$ cat src/rtl/cc_sevenseg_pkg.sv
// Shared glyph constants and nibble-to-glyph lookup for the seven-segment scanner.
// Glyphs are stored active-low, bit order {g,f,e,d,c,b,a}.
package cc_sevenseg_pkg;

  localparam logic [6:0] GLYPH_0    = 7'h40;
  localparam logic [6:0] GLYPH_1    = 7'h79;
  localparam logic [6:0] GLYPH_2    = 7'h24;
  localparam logic [6:0] GLYPH_3    = 7'h30;
  localparam logic [6:0] GLYPH_4    = 7'h19;
  localparam logic [6:0] GLYPH_5    = 7'h12;
  localparam logic [6:0] GLYPH_6    = 7'h02;
  localparam logic [6:0] GLYPH_7    = 7'h78;
  localparam logic [6:0] GLYPH_8    = 7'h00;
  localparam logic [6:0] GLYPH_9    = 7'h10;
  localparam logic [6:0] GLYPH_A    = 7'h08;
  localparam logic [6:0] GLYPH_B    = 7'h03;
  localparam logic [6:0] GLYPH_C    = 7'h46;
  localparam logic [6:0] GLYPH_D    = 7'h21;
  localparam logic [6:0] GLYPH_E    = 7'h06;
  localparam logic [6:0] GLYPH_F    = 7'h0E;
  localparam logic [6:0] GLYPH_DASH = 7'b0111111;
  localparam logic [6:0] GLYPH_OFF  = 7'h7F;

  function automatic logic [6:0] glyph(input logic [3:0] nibble, input logic hex_mode);
    logic [6:0] g;
    case (nibble)
      4'h0:    g = GLYPH_0;
      4'h1:    g = GLYPH_1;
      4'h2:    g = GLYPH_2;
      4'h3:    g = GLYPH_3;
      4'h4:    g = GLYPH_4;
      4'h5:    g = GLYPH_5;
      4'h6:    g = GLYPH_6;
      4'h7:    g = GLYPH_7;
      4'h8:    g = GLYPH_8;
      4'h9:    g = GLYPH_9;
      4'hA:    g = GLYPH_A;
      4'hB:    g = GLYPH_B;
      4'hC:    g = GLYPH_C;
      4'hD:    g = GLYPH_D;
      4'hE:    g = GLYPH_E;
      default: g = GLYPH_F;
    endcase
    if (!hex_mode && (nibble > 4'd9)) g = GLYPH_DASH;
    return g;
  endfunction

endpackage

$ cat src/rtl/cc_sevenseg_decode.sv
// Combinational nibble decoder: glyph lookup, blanking and segment polarity.
module cc_sevenseg_decode
  import cc_sevenseg_pkg::*;
#(
  parameter bit SEG_ACTIVE_LOW = 1'b1
) (
  input  logic [3:0] i_nibble,
  input  logic       i_hex_mode,
  input  logic       i_blank,
  output logic [6:0] o_seg
);

  logic [6:0] w_glyph;

  assign w_glyph = i_blank ? GLYPH_OFF : glyph(i_nibble, i_hex_mode);
  assign o_seg   = SEG_ACTIVE_LOW ? w_glyph : ~w_glyph;

endmodule

$ cat src/rtl/cc_sevenseg_scan.sv
// N-digit multiplexed seven-segment scanner with double-buffered frames, LZS and PWM.
// Optional per-digit blinking is compiled in with CC_SEVENSEG_SCAN_BLINK_EN.
module cc_sevenseg_scan
  import cc_sevenseg_pkg::*;
#(
  parameter int N_DIGITS       = 4,
  parameter int SCAN_DIV       = 12500,
  parameter int DUTY_W         = 4,
  parameter bit AN_ACTIVE_HIGH = 1'b1,
  parameter bit SEG_ACTIVE_LOW = 1'b1
`ifdef CC_SEVENSEG_SCAN_BLINK_EN
  ,
  parameter int BLINK_FRAMES   = 250
`endif
) (
  input  logic                  CC_SEVENSEG_SCAN_CLOCK_50,
  input  logic                  CC_SEVENSEG_SCAN_RESET_InLow,
  input  logic [4*N_DIGITS-1:0] CC_SEVENSEG_SCAN_data,
  input  logic [N_DIGITS-1:0]   CC_SEVENSEG_SCAN_dp,
  input  logic [N_DIGITS-1:0]   CC_SEVENSEG_SCAN_blank,
`ifdef CC_SEVENSEG_SCAN_BLINK_EN
  input  logic [N_DIGITS-1:0]   CC_SEVENSEG_SCAN_blink,
`endif
  input  logic                  CC_SEVENSEG_SCAN_load,
  input  logic                  CC_SEVENSEG_SCAN_hex_mode,
  input  logic                  CC_SEVENSEG_SCAN_lzs,
  input  logic [DUTY_W-1:0]     CC_SEVENSEG_SCAN_bright,
  output logic [6:0]            CC_SEVENSEG_SCAN_seg,
  output logic                  CC_SEVENSEG_SCAN_dp_out,
  output logic [N_DIGITS-1:0]   CC_SEVENSEG_SCAN_an,
  output logic                  CC_SEVENSEG_SCAN_pending,
  output logic                  CC_SEVENSEG_SCAN_frame_tick
);

  localparam int CNT_W = $clog2(SCAN_DIV);
  localparam int IDX_W = $clog2(N_DIGITS);
  localparam int SLICE = SCAN_DIV >> DUTY_W;
  localparam logic [CNT_W-1:0]    SLOT_LAST = CNT_W'(SCAN_DIV - 1);
  localparam logic [IDX_W-1:0]    IDX_LAST  = IDX_W'(N_DIGITS - 1);
  localparam logic [N_DIGITS-1:0] AN_OFF    = {N_DIGITS{~AN_ACTIVE_HIGH}};
  localparam logic [6:0]          SEG_OFF   = SEG_ACTIVE_LOW ? 7'h7F : 7'h00;
  localparam logic                DP_OFF    = SEG_ACTIVE_LOW;

  logic [CNT_W-1:0]      r_slot_cnt;
  logic [IDX_W-1:0]      r_digit_idx;
  logic [4*N_DIGITS-1:0] r_stg_data, r_sh_data;
  logic [N_DIGITS-1:0]   r_stg_dp, r_sh_dp;
  logic [N_DIGITS-1:0]   r_stg_blank, r_sh_blank;
  logic                  r_pending;
  logic                  r_frame_tick;
  logic [N_DIGITS-1:0]   r_an;
  logic [6:0]            r_seg;
  logic                  r_dp;

  logic                  w_slot_end;
  logic                  w_frame_end;
  logic                  w_transfer;
  logic [31:0]           w_thresh;
  logic                  w_on;
  logic [N_DIGITS-1:0]   w_sup;
  logic                  w_run;
  logic [N_DIGITS-1:0]   w_blink_off;
  logic [N_DIGITS-1:0]   w_eff_blank;
  logic                  w_dig_blank;
  logic [3:0]            w_nibble;
  logic                  w_dp_req;
  logic [N_DIGITS-1:0]   w_onehot;
  logic [6:0]            w_seg;

  assign w_slot_end  = (r_slot_cnt == SLOT_LAST);
  assign w_frame_end = w_slot_end && (r_digit_idx == IDX_LAST);
  // A load on the boundary cycle keeps the new capture staged for one more frame.
  assign w_transfer  = w_frame_end && r_pending && !CC_SEVENSEG_SCAN_load;

  always_ff @(posedge CC_SEVENSEG_SCAN_CLOCK_50 or negedge CC_SEVENSEG_SCAN_RESET_InLow) begin
    if (!CC_SEVENSEG_SCAN_RESET_InLow) begin
      r_slot_cnt  <= '0;
      r_digit_idx <= '0;
    end else if (w_slot_end) begin
      r_slot_cnt  <= '0;
      r_digit_idx <= (r_digit_idx == IDX_LAST) ? '0 : r_digit_idx + IDX_W'(1);
    end else begin
      r_slot_cnt  <= r_slot_cnt + CNT_W'(1);
    end
  end

  always_ff @(posedge CC_SEVENSEG_SCAN_CLOCK_50 or negedge CC_SEVENSEG_SCAN_RESET_InLow) begin
    if (!CC_SEVENSEG_SCAN_RESET_InLow) begin
      r_stg_data   <= '0;
      r_stg_dp     <= '0;
      r_stg_blank  <= '0;
      r_sh_data    <= '0;
      r_sh_dp      <= '0;
      r_sh_blank   <= '1;
      r_pending    <= 1'b0;
      r_frame_tick <= 1'b0;
    end else begin
      r_frame_tick <= w_frame_end;
      if (CC_SEVENSEG_SCAN_load) begin
        r_stg_data  <= CC_SEVENSEG_SCAN_data;
        r_stg_dp    <= CC_SEVENSEG_SCAN_dp;
        r_stg_blank <= CC_SEVENSEG_SCAN_blank;
        r_pending   <= 1'b1;
      end else if (w_transfer) begin
        r_pending   <= 1'b0;
      end
      if (w_transfer) begin
        r_sh_data  <= r_stg_data;
        r_sh_dp    <= r_stg_dp;
        r_sh_blank <= r_stg_blank;
      end
    end
  end

`ifdef CC_SEVENSEG_SCAN_BLINK_EN
  localparam int BF_W = (BLINK_FRAMES > 1) ? $clog2(BLINK_FRAMES) : 1;
  localparam logic [BF_W-1:0] BF_LAST = BF_W'(BLINK_FRAMES - 1);

  logic [N_DIGITS-1:0] r_stg_blink, r_sh_blink;
  logic [BF_W-1:0]     r_blink_cnt;
  logic                r_blink_phase;

  always_ff @(posedge CC_SEVENSEG_SCAN_CLOCK_50 or negedge CC_SEVENSEG_SCAN_RESET_InLow) begin
    if (!CC_SEVENSEG_SCAN_RESET_InLow) begin
      r_stg_blink   <= '0;
      r_sh_blink    <= '0;
      r_blink_cnt   <= '0;
      r_blink_phase <= 1'b1;
    end else begin
      if (CC_SEVENSEG_SCAN_load) r_stg_blink <= CC_SEVENSEG_SCAN_blink;
      if (w_transfer)            r_sh_blink  <= r_stg_blink;
      if (w_frame_end) begin
        if (r_blink_cnt == BF_LAST) begin
          r_blink_cnt   <= '0;
          r_blink_phase <= ~r_blink_phase;
        end else begin
          r_blink_cnt   <= r_blink_cnt + BF_W'(1);
        end
      end
    end
  end

  assign w_blink_off = r_sh_blink & {N_DIGITS{~r_blink_phase}};
`else
  assign w_blink_off = '0;
`endif

  // Suppression walks down from the most significant digit; digit 0 always shows.
  always_comb begin
    w_run = CC_SEVENSEG_SCAN_lzs;
    w_sup = '0;
    for (int i = N_DIGITS - 1; i >= 1; i--) begin
      w_run    = w_run && (r_sh_data[4*i +: 4] == 4'h0) && !r_sh_dp[i];
      w_sup[i] = w_run;
    end
  end

  assign w_thresh    = 32'(CC_SEVENSEG_SCAN_bright) * 32'(SLICE);
  assign w_on        = (&CC_SEVENSEG_SCAN_bright) || (32'(r_slot_cnt) < w_thresh);
  assign w_eff_blank = r_sh_blank | w_sup | w_blink_off;
  assign w_dig_blank = w_eff_blank[r_digit_idx];
  assign w_nibble    = r_sh_data[{r_digit_idx, 2'b00} +: 4];
  assign w_dp_req    = r_sh_dp[r_digit_idx];
  assign w_onehot    = {{(N_DIGITS-1){1'b0}}, 1'b1} << r_digit_idx;

  cc_sevenseg_decode #(
    .SEG_ACTIVE_LOW (SEG_ACTIVE_LOW)
  ) u_decode (
    .i_nibble   (w_nibble),
    .i_hex_mode (CC_SEVENSEG_SCAN_hex_mode),
    .i_blank    (w_dig_blank || !w_on),
    .o_seg      (w_seg)
  );

  always_ff @(posedge CC_SEVENSEG_SCAN_CLOCK_50 or negedge CC_SEVENSEG_SCAN_RESET_InLow) begin
    if (!CC_SEVENSEG_SCAN_RESET_InLow) begin
      r_an  <= AN_OFF;
      r_seg <= SEG_OFF;
      r_dp  <= DP_OFF;
    end else begin
      r_an  <= w_on ? (AN_ACTIVE_HIGH ? w_onehot : ~w_onehot) : AN_OFF;
      r_seg <= w_seg;
      r_dp  <= (w_on && w_dp_req && !w_dig_blank) ? ~DP_OFF : DP_OFF;
    end
  end

  assign CC_SEVENSEG_SCAN_an         = r_an;
  assign CC_SEVENSEG_SCAN_seg        = r_seg;
  assign CC_SEVENSEG_SCAN_dp_out     = r_dp;
  assign CC_SEVENSEG_SCAN_pending    = r_pending;
  assign CC_SEVENSEG_SCAN_frame_tick = r_frame_tick;

endmodule
$ cat config.mk
export PLATFORM = sky130hd
export DESIGN_NAME = cc_sevenseg_scan
export DESIGN_NICKNAME = d
export VERILOG_FILES = /design/src/rtl/cc_sevenseg_pkg.sv /design/src/rtl/cc_sevenseg_decode.sv /design/src/rtl/cc_sevenseg_scan.sv
export SDC_FILE = /design/constraint.sdc
export NUM_CORES = 1
export LEC_CHECK = 0
export BUFFER_PORTS_ARGS = -buffer_cell sky130_fd_sc_hd__buf_4
export CORE_ASPECT_RATIO = 1.1
export CORE_MARGIN = 10
export CORE_UTILIZATION = 40
export CTS_BUF_LIST = sky130_fd_sc_hd__clkbuf_8
export DETAILED_ROUTE_END_ITERATION = 10
export PLACE_DENSITY = 0.68
export SETUP_SLACK_MARGIN = 0.02
export SLEW_MARGIN = 10
export SYNTH_ARGS = -nofsm -noshare
export SYNTH_HDL_FRONTEND = slang
export SYNTH_SLANG_ARGS = --single-unit
export TNS_END_PERCENT = 30
$ cat constraint.sdc
create_clock -name CC_SEVENSEG_SCAN_CLOCK_50 -period 3.3 [get_ports CC_SEVENSEG_SCAN_CLOCK_50]
set_clock_uncertainty 0.1 [all_clocks]
set_input_delay 0.165 -clock CC_SEVENSEG_SCAN_CLOCK_50 [delete_from_list [all_inputs] [get_ports CC_SEVENSEG_SCAN_CLOCK_50]]
set_output_delay 0.165 -clock CC_SEVENSEG_SCAN_CLOCK_50 [all_outputs]
set_load 0.02 [all_outputs]
; Word level (Yosys, flattened, before mapping)
; Memory sizes are Yosys's and may differ from the RTL's.
; Cells that the tools add are included.
[op_classes]
eq_ne = 2
mux = 12
shift = 2
n_reduce_logical = 26
multipliers = 1
n_bitwise = 1
n_lt_le_gt_ge = 3
addsub = 2
[op_table]
columns = op, count
row1 = $shiftx 16x5->4, 1
row2 = $add 14x1->14 const B, 1
row3 = $eq 14x14->1 const B, 1
row4 = $lt 14x14->1, 1
row5 = $mul 4x10->14 const B, 1
row6 = $mux 14, 1
row7 = $mux 7, 2
row8 = $logic_and 1x1->1, 12
row9 = $logic_not 4->1, 3
row10 = $logic_not 1->1, 7
row11 = $mux 1, 5
row12 = $bmux 1 s2, 2
row13 = $gt 4x4->1 const B, 1
row14 = $mux 4, 1
row15 = $or 4x4->4, 1
row16 = $reduce_and 4->1, 1
row17 = $shl 1x2->4 const A, 1
row18 = $lt 2x3->1 const B, 1
row19 = $add 2x1->2 const B, 1
row20 = $eq 2x2->1 const B, 1
row21 = $logic_or 1x1->1, 2
row22 = $mux 2, 1
row23 = $reduce_bool 2->1, 1
[word_totals]
input_bits = 33
elab_cells = 63
out_inout_bits = 14
ff_bits = 78
romBits = 112
memories = 1
[mem_list]
columns = memory, words, word_bits, read_ports, rd_clocked_by_memory_dff, write_ports, line_no
row1 = (name not given), 16, 7, 1, 0, 0, cc_sevenseg_pkg.sv:26  ; case (nibble)

; Longest topological paths before layout
; Gate-level depths: netlist of the first run.
[depth]
ltp_word = 13
depth_mapped = 17
depth_no_buf = 16

; Hierarchy
; Synthesis of the first run repeated with hierarchy kept, for this count alone.
[unflattened]
cells_unflattened = 350
area_unflattened_um2 = 4366.7
[by_module_without_submodules]
columns = mod, cells_each, instances, seq_area_each_um2, area_per_inst_um2
row1 = cc_sevenseg_scan, 307, 1, 1966.9, 4020.1
row2 = cc_sevenseg_decode, 43, 1, 0.0, 346.6

; Worst setup path after synthesis of the first run
; Ideal clock, no wire load.
[synth_timing]
path_kind = input to register
from = in CC_SEVENSEG_SCAN_bright[2]
to = reg r_seg[4], in the netlist CC_SEVENSEG_SCAN_seg[4]
stages = 17
required_ps = 3094
slack_ps = -120
setup_time_ps = 106
arrival_time_ps = 3214
path_buffers = 1
path_cell_list = inv_1 ha_1 inv_1 ha_1 ha_1 a21o_1 a31o_2 a32o_1 mux2i_1 nor2_1 ha_1 a21o_1 a21oi_1 o21ai_0 o31ai_1 buf_2 o2111ai_1
[synth_between]
elab_chain_cells = 6
elab_cells_between_ends = 7
cone_classes = mul: 1 / order compare: 1 / mux: 1 / reduce/logical: 4
[synth_rtl]
columns = item, line_no
row1 = from (decl), cc_sevenseg_scan.sv:27  ; input logic [DUTY_W-1:0] CC_SEVENSEG_SCAN_bright,
row2 = $mul 4x10->14, cc_sevenseg_scan.sv:158  ; assign w_thresh = 32'(CC_SEVENSEG_SCAN_bright) * 32'(SLICE);
row3 = $lt 14x14->1, cc_sevenseg_scan.sv:159  ; assign w_on = (&CC_SEVENSEG_SCAN_bright) || (32'(r_slot_cnt) < w_thresh);
row4 = $logic_or 1x1->1 *, cc_sevenseg_scan.sv:159
row5 = $logic_not 1->1 *, cc_sevenseg_scan.sv:171  ; .i_blank (w_dig_blank || !w_on),
row6 = $logic_or 1x1->1 *, cc_sevenseg_scan.sv:171
row7 = $mux 7 *, cc_sevenseg_decode.sv:15  ; assign w_glyph = i_blank ? GLYPH_OFF : glyph(i_nibble, i_hex_mode);
row8 = net u_decode.o_seg[4], cc_sevenseg_decode.sv:10  ; output logic [6:0] o_seg
row9 = to (signal assigned), cc_sevenseg_scan.sv:182  ; r_seg <= w_seg;
row10 = to (decl), cc_sevenseg_scan.sv:52  ; logic [6:0] r_seg;
; The timed path passes the listed nets; every way through them passes the cells marked *.
; A chain may end at the register's enable or synchronous reset.

; Final worst setup path of the first run
[layout_timing]
from = in CC_SEVENSEG_SCAN_bright[1]
to = reg r_seg[4], in the netlist CC_SEVENSEG_SCAN_seg[4]
; Same word-level chain as after synthesis.

==> impl_metrics.csv, run 1 <==
group,metric,value,unit
status,status,"finished clean",
timing,min_period,3.15,ns
cts,worstSkewPairLatency,0.35,ns
critical_path,worstPathMaxFanout,6,
min_path,hold_path_class,"primary input to register",
cells_and_area,area_growth_syn_to_layout,24.8,%
cells_and_area,final_cell_mix,"dfrtp_1, buf_4, ha_1",
pwr,leakagePower,0.00259,uW
critical_path,slowest_delay,0.40,ns
critical_path,cp-start-kind,"primary input",
die,die-width,120,microns
timing,hold_ws,0.159,ns
routing,antenna_left,0,
routing,vias,2971,
yosys,ys_seq_area_share,44.7,%
cts,post_cts_buffers,0,
global_route,grt_use_total,12.1,%
pwr,ir_drop,0.267,mV
yosys,yosys_warnings,0,
timing,finalSetupViolCount,0,
critical_path,r2r_start,"r_slot_cnt[0]",
cts,cts_buffers,9,
timing,finalHoldViolations,0,
yosys,yosys.area.top_type,"dfrtp_1",
routing,post-route-drc-count,0,
critical_path,cp.buffers_inverters,2,
place,place_congestion,0.818,
critical_path,cp_top_family,"adder cells",
die,die_area,15600,sq um
die,die_h,130,microns
global_route,grt_pass1_vias,3301,
yosys,syn_nets,428,
cells_and_area,seq_area,1970,sq um
yosys,synth.top_cell.area_share,37.5,%
place,port_buffers,46,
yosys,synthArstFlopShare,100,%
die,initial_core_util,40.5,%
cells_and_area,drive_above_1_share,36.6,%
timing,worst_pin_slew,0.944,ns
die,io_pins,47,
die,coreArea,10900,sq um
critical_path,crit_chain,"buf_4 -> ha_4 -> ha_4 -> ha_2 -> fa_2 -> a211oi_2 -> o41ai_2 -> a31oi_1 -> xor2_1 -> ha_1 -> a21oi_2 -> o21ai_1 -> o31ai_2 -> buf_4 -> o2111ai_1",
yosys,syn_area,4400,sq um
yosys,ys_types,58,
critical_path,cp-end-kind,"register",
cts,clockBufferDepth,2,
cts,path_clk_slew,0.08,ns
timing,max_slew_margin,37.1,%
cells_and_area,final_common_cell,"dfrtp_1",
routing,first_iter_violations,114,
timing,report.final.slew_viol_count,0,
routing,wirelength,8.88,mm
global_route,grt-ovfl-total,0,
critical_path,cpMaxStageDelayCell,"fa_2",
cells_and_area,fin_nets,517,
cells_and_area,fin_util,50.6,%
die,row_count,40,
cts,clockRootBuffer,"clkbuf_8",
critical_path,startpoint,"CC_SEVENSEG_SCAN_bright[1]",
yosys,synth_area_leaders,"dfrtp_1, ha_1, mux2_2",
critical_path,cp.required,3.43,ns
cts,cts_sinks,78,
place,hpwlAfterDp,6.52,mm
critical_path,worstPathArrival,3.28,ns
routing,first_pass_iters,4,
global_route,antenna_found_initial,0,
min_path,min_from,"CC_SEVENSEG_SCAN_load",
yosys,syn_avg_cell_area,12.4,sq um
routing,wire_per_inst,14.9,microns
yosys,synth-edff-count,0,
cells_and_area,multi_input_area,2380,sq um
cts,cts_max_level,3,
cells_and_area,diodes,0,
global_route,grt_pass1_wl,15.4,mm
yosys,synth_seq_cells,78,
global_route,grt_max_degree,79,
cts,cts_tree,"done",
pwr,p_per_area,339,nW/um^2
timing,rsz0062_at_grt,"yes",
routing,via_per_inst,4.99,
timing,timing.final.crit_share,95.4,%
critical_path,critical_path_class,"primary input to register",
yosys,ys.flop_type,"dfrtp_1",
yosys,syn_inst,354,
cells_and_area,fillers,929,
run,maxCapViolCount,0,
timing,fmax,318,MHz
## power by group
group | total, uW | leakage, uW | internal (uW) | switching, uW
Sequential | 1000 | 0.000967 | 988 | 16.7
Combinational | 292 | 0.00152 | 162 | 130
Clock | 566 | 0.000102 | 254 | 312
Total | 1860 | 0.00259 | 1400 | 459
## cell usage after synthesis, types with 5 or more instances
cell type   n
o21ai_0     9
nand2_1    11
mux2_2     29
xnor2_1     9
ha_1       40
mux2i_1     5
inv_1      19
a21oi_1     7
mux2_4     21
xor2_1     11
nand3_1    17
dfstp_2    12
nor2_1     18
dfrtp_1    66
## registers in the layout, summed over array words and instances, names as in the netlist
name and cells:
CC_SEVENSEG_SCAN_an 4, CC_SEVENSEG_SCAN_dp_out 1, CC_SEVENSEG_SCAN_frame_tick 1, CC_SEVENSEG_SCAN_pending 1
CC_SEVENSEG_SCAN_seg 7, r_digit_idx 2, r_sh_blank 4, r_sh_data 16
r_sh_dp 4, r_slot_cnt 14, r_stg_blank 4, r_stg_data 16
r_stg_dp 4
## routing by layer
layer	vias up	track usage [%]	share of wire, %
met5	-	0	0
met4	0	5.04	1.8
met3	14	3.50	4.1
met2	53	20.0	48
met1	1455	14.5	46
li1	1449	-	-
## metrics by stage
step,TNS (ns),instance area [sq um],instances,setup WS (ns),power [uW]
2_1_floorplan,0,4500,354,0.0550,1180
3_3_place_gp,-0.912,5070,552,-0.0997,1280
3_5_place_dp,-2.07,5070,552,-0.207,1290
4_1_cts,0,5480,594,0.154,1890
5_1_grt,-0.0157,5490,595,-0.0157,1970
6_report,0,5490,595,0.151,1860
## repair_timing
action                     in CTS  in global routing
hold endpoints to repair       91                  0
hold buffers                   26                  0
gates resized for setup         0                  2
setup endpoints to repair       0                  2
## worst reg2reg max path, stage by stage, from the launching register on
cell and delay (ns):
dfrtp_1 0.41, ha_1 0.25, nor4b_2 0.25, nand3_1 0.19
nor2_4 0.30, nand4b_4 0.53, mux2_4 0.48
## worst paths after layout
kind                                            end  slack (ns)  depth (start not counted)
max                         CC_SEVENSEG_SCAN_seg[4]        0.15                         15
min                        CC_SEVENSEG_SCAN_pending        0.16                          2
max reg2reg                            r_sh_data[0]        0.67                          6
min reg2reg                            r_sh_data[6]        0.41                          1
max in group asynchronous             r_slot_cnt[6]        2.09                          2
min in group asynchronous             r_stg_data[6]        0.41                          2
## cell families after synthesis
group / after synthesis / share of synthesized area [%]
AND/OR/NAND/NOR: 82 / 10.8
flip-flops: 78 / 44.7
multiplexers: 60 / 18.4
AO/OA/AOI/OAI: 42 / 6.96
adder cells (fa/ha/maj): 41 / 11.8
buffers and inverters: 31 / 3.41
XOR/XNOR: 20 / 3.98
## cell type report
type | instances | area share [%]
Clock buffer | 9 | 2.26
Clock inverter | 7 | 0.478
Inverter | 19 | 1.30
Multi-Input combinational cell | 245 | 43.4
Sequential cell | 78 | 35.8
Tap cell | 147 | 3.35
Timing Repair Buffer | 90 | 13.4
(Power assumes the default switching activity.)
==> inputs of run 2 (changes only) <==
SYNTH_HIERARCHICAL = 1   (was default)
==> run 2 against run 1 <==
Final area grew 1.3%. Synthesized cell count shrank 1.1%. Cell count shrank 1.3%. Sequential share of layout area shrank 0.45 points. Utilization up 2.2 points. Wire length shrank 1.7%. Maximum frequency decreased by 3.1%. Register-to-register slack improved by 0.11 ns. Clock power rose by 36%. Count of clock-buffer cells in the layout stayed put.
==> impl_metrics.csv, run 2 <==
group,metric,value,unit
status,status,"finished clean",
timing,report.final.slew_viol_count,0,
yosys,ys.flop_type,"dfrtp_1",
timing,min_period,3.25,ns
die,coreArea,10500,sq um
routing,wire_per_inst,14.9,microns
yosys,netlist_top_cells_count,"dfrtp_1, ha_1, mux2_2, mux2_4, nand2_1",
routing,post-route-drc-count,0,
place,dpl_cell_area,4990,sq um
cts,cts_sinks,78,
pwr,total_power,2070,uW
cts,cts_max_level,3,
cts,path_clk_slew,0.10,ns
routing,antenna_left,0,
min_path,hold_path_class,"primary input to register",
yosys,ys_types,52,
die,io_pins,47,
die,initial_core_util,41.4,%
global_route,grt_max_degree,79,
yosys,syn_avg_cell_area,12.5,sq um
yosys,synth.top_cell.area_share,37.8,%
timing,timing.final.crit_share,98.5,%
critical_path,worstPathMaxFanout,6,
yosys,syn_inst,350,
cts,worstSkewPairLatency,0.37,ns
die,row_count,39,
yosys,synth_seq_cells,78,
pwr,ir_drop,0.253,mV
timing,finalHoldViolations,0,
timing,finalSetupViolCount,0,
global_route,grt_use_total,11.6,%
timing,hold_ws,0.00428,ns
cells_and_area,fin_area,5560,sq um
routing,first_iter_violations,108,
cells_and_area,drive_above_1_share,38.7,%
routing,wirelength,8.72,mm
cells_and_area,fin_nets,514,
global_route,antenna_found_initial,0,
cts,cts_buffers,9,
critical_path,worstPathArrival,3.43,ns
cells_and_area,area_growth_syn_to_layout,27.4,%
cts,cts_tree,"done",
timing,fmax,308,MHz
die,die_area,15500,sq um
yosys,ys_seq_area_share,45.0,%
critical_path,cp.required,3.48,ns
routing,first_pass_iters,4,
yosys,synthArstFlopShare,100,%
cts,clockBufferDepth,2,
place,place_congestion,0.861,
timing,rsz0062_at_grt,"yes",
global_route,grt_pass1_wl,14.8,mm
yosys,yosys_warnings,6,
cts,clockRootBuffer,"clkbuf_8",
cells_and_area,final_cell_mix,"dfrtp_1, buf_4, ha_1",
cells_and_area,diodes,0,
global_route,grt_pass1_vias,3062,
die,die_h,130,microns
run,maxCapViolCount,0,
routing,vias,2926,
yosys,syn_nets,425,
timing,worst_pin_slew,0.945,ns
pwr,leakagePower,0.00252,uW
yosys,syn_area,4370,sq um
place,port_buffers,46,
yosys,yosys.area.top_type,"dfrtp_1",
timing,max_slew_margin,37.0,%
yosys,synth_area_leaders,"dfrtp_1, ha_1, mux2_2",
cells_and_area,final_common_cell,"dfrtp_1",
critical_path,cp-end-kind,"register",
routing,via_per_inst,4.98,
critical_path,cp-start-kind,"primary input",
yosys,synth-edff-count,0,
critical_path,critical_path_class,"primary input to register",
global_route,grt-ovfl-total,0,
pwr,p_per_area,372,nW/um^2
die,die-width,120,microns
yosys,yosysMostFrequentCell,"dfrtp_1",
place,hpwlAfterDp,6.34,mm
cells_and_area,reg_top3,"r_sh_data (16), r_stg_data (16), r_slot_cnt (14)",
run 2: cell count changes in the layout (fill, tap and decap cells not counted), moves of 6 or more:
cell	delta
inv_1	-11
and3_1	+6
nand2_1	+7
nand3_1	-9
run 2: logic make-up after synthesis:
kind of cell	count (synthesis)	synth area share (%)
and+or+nand+nor	79	9.80
DFF	78	45.0
muxes	57	17.7
AOI/OAI and AO/OA	44	7.16
adders and majority gates	42	12.2
buffers and inverters	28	3.72
xor gates and xnor gates	22	4.41
run 2: path summary, 6_finish.rpt:
path	startpoint	to	slack (ns)	cells after the start
worst max-delay path	CC_SEVENSEG_SCAN_bright[1]	CC_SEVENSEG_SCAN_seg[4]	0.05	17
worst min-delay path	CC_SEVENSEG_SCAN_hex_mode	CC_SEVENSEG_SCAN_seg[6]	0.004	3
worst max register to register	r_digit_idx[0]	CC_SEVENSEG_SCAN_seg[4]	0.78	6
worst min register to register	r_slot_cnt[0]	r_slot_cnt[0]	0.40	1
max in group asynchronous	CC_SEVENSEG_SCAN_RESET_InLow	CC_SEVENSEG_SCAN_an[3]	2.10	2
min in group asynchronous	CC_SEVENSEG_SCAN_RESET_InLow	r_stg_data[6]	0.39	2
run 2: stage by stage:
step	TNS, ns	std cells	utilization (%)	worst slack (ns)
5_1_grt	-0.855	587	52.8	-0.166
6_report	0	587	52.8	0.0494
3_5_place_dp	-4.93	543	47.4	-0.572
3_3_place_gp	-3.27	543	47.4	-0.420
4_1_cts	-0.0375	587	52.4	-0.0203
2_1_floorplan	-1.06	350	-	-0.179
run 2: per-layer routing:
| metal | global-route usage [%] | vias up | wire length (microns) |
|---|---|---|---|
| met1 | 15.3 | 1438 | 4220 |
| met3 | 2.95 | 11 | 261 |
| met5 | 0 | - | 0 |
| met2 | 18.2 | 45 | 4120 |
| met4 | 3.91 | 0 | 128 |
| li1 | - | 1432 | - |
run 2: final cells by class:
type	count	area [sq um]
Inverter	15	56.3
Timing Repair Buffer	91	757
Tap cell	143	179
Fill cell	911	4980
Clock buffer	9	124
Clock inverter	7	91.3
Sequential cell	78	1970
Multi-Input combinational cell	244	2390
run 2: timing repair:
item / in CTS / in global routing
cloned: 0 / 0
pin swaps: 15 / 14
resized for setup: 10 / 6
buffers inserted: 3 / 0
endpoints found under the setup margin: 7 / 12
endpoints found under the hold margin: 90 / 0
hold buffers: 25 / 0
run 2: power by group:
group / switching [uW] / total (uW) / internal, uW
sequential: 18.2 / 1010 / 988
clock: 401 / 768 / 367
combinational: 131 / 297 / 166
total: 550 / 2070 / 1520
run 2: worst max-delay path: stages:
cell	delay (ns)
buf_8	0.11
ha_4	0.26
ha_4	0.19
ha_4	0.16
fa_2	0.32
and4_1	0.17
a211oi_2	0.25
o31ai_2	0.12
a21oi_2	0.15
xor2_1	0.17
ha_1	0.27
and3_4	0.17
a21oi_2	0.13
a41oi_2	0.13
nand3b_1	0.25
a31oi_4	0.27
o211ai_1	0.13
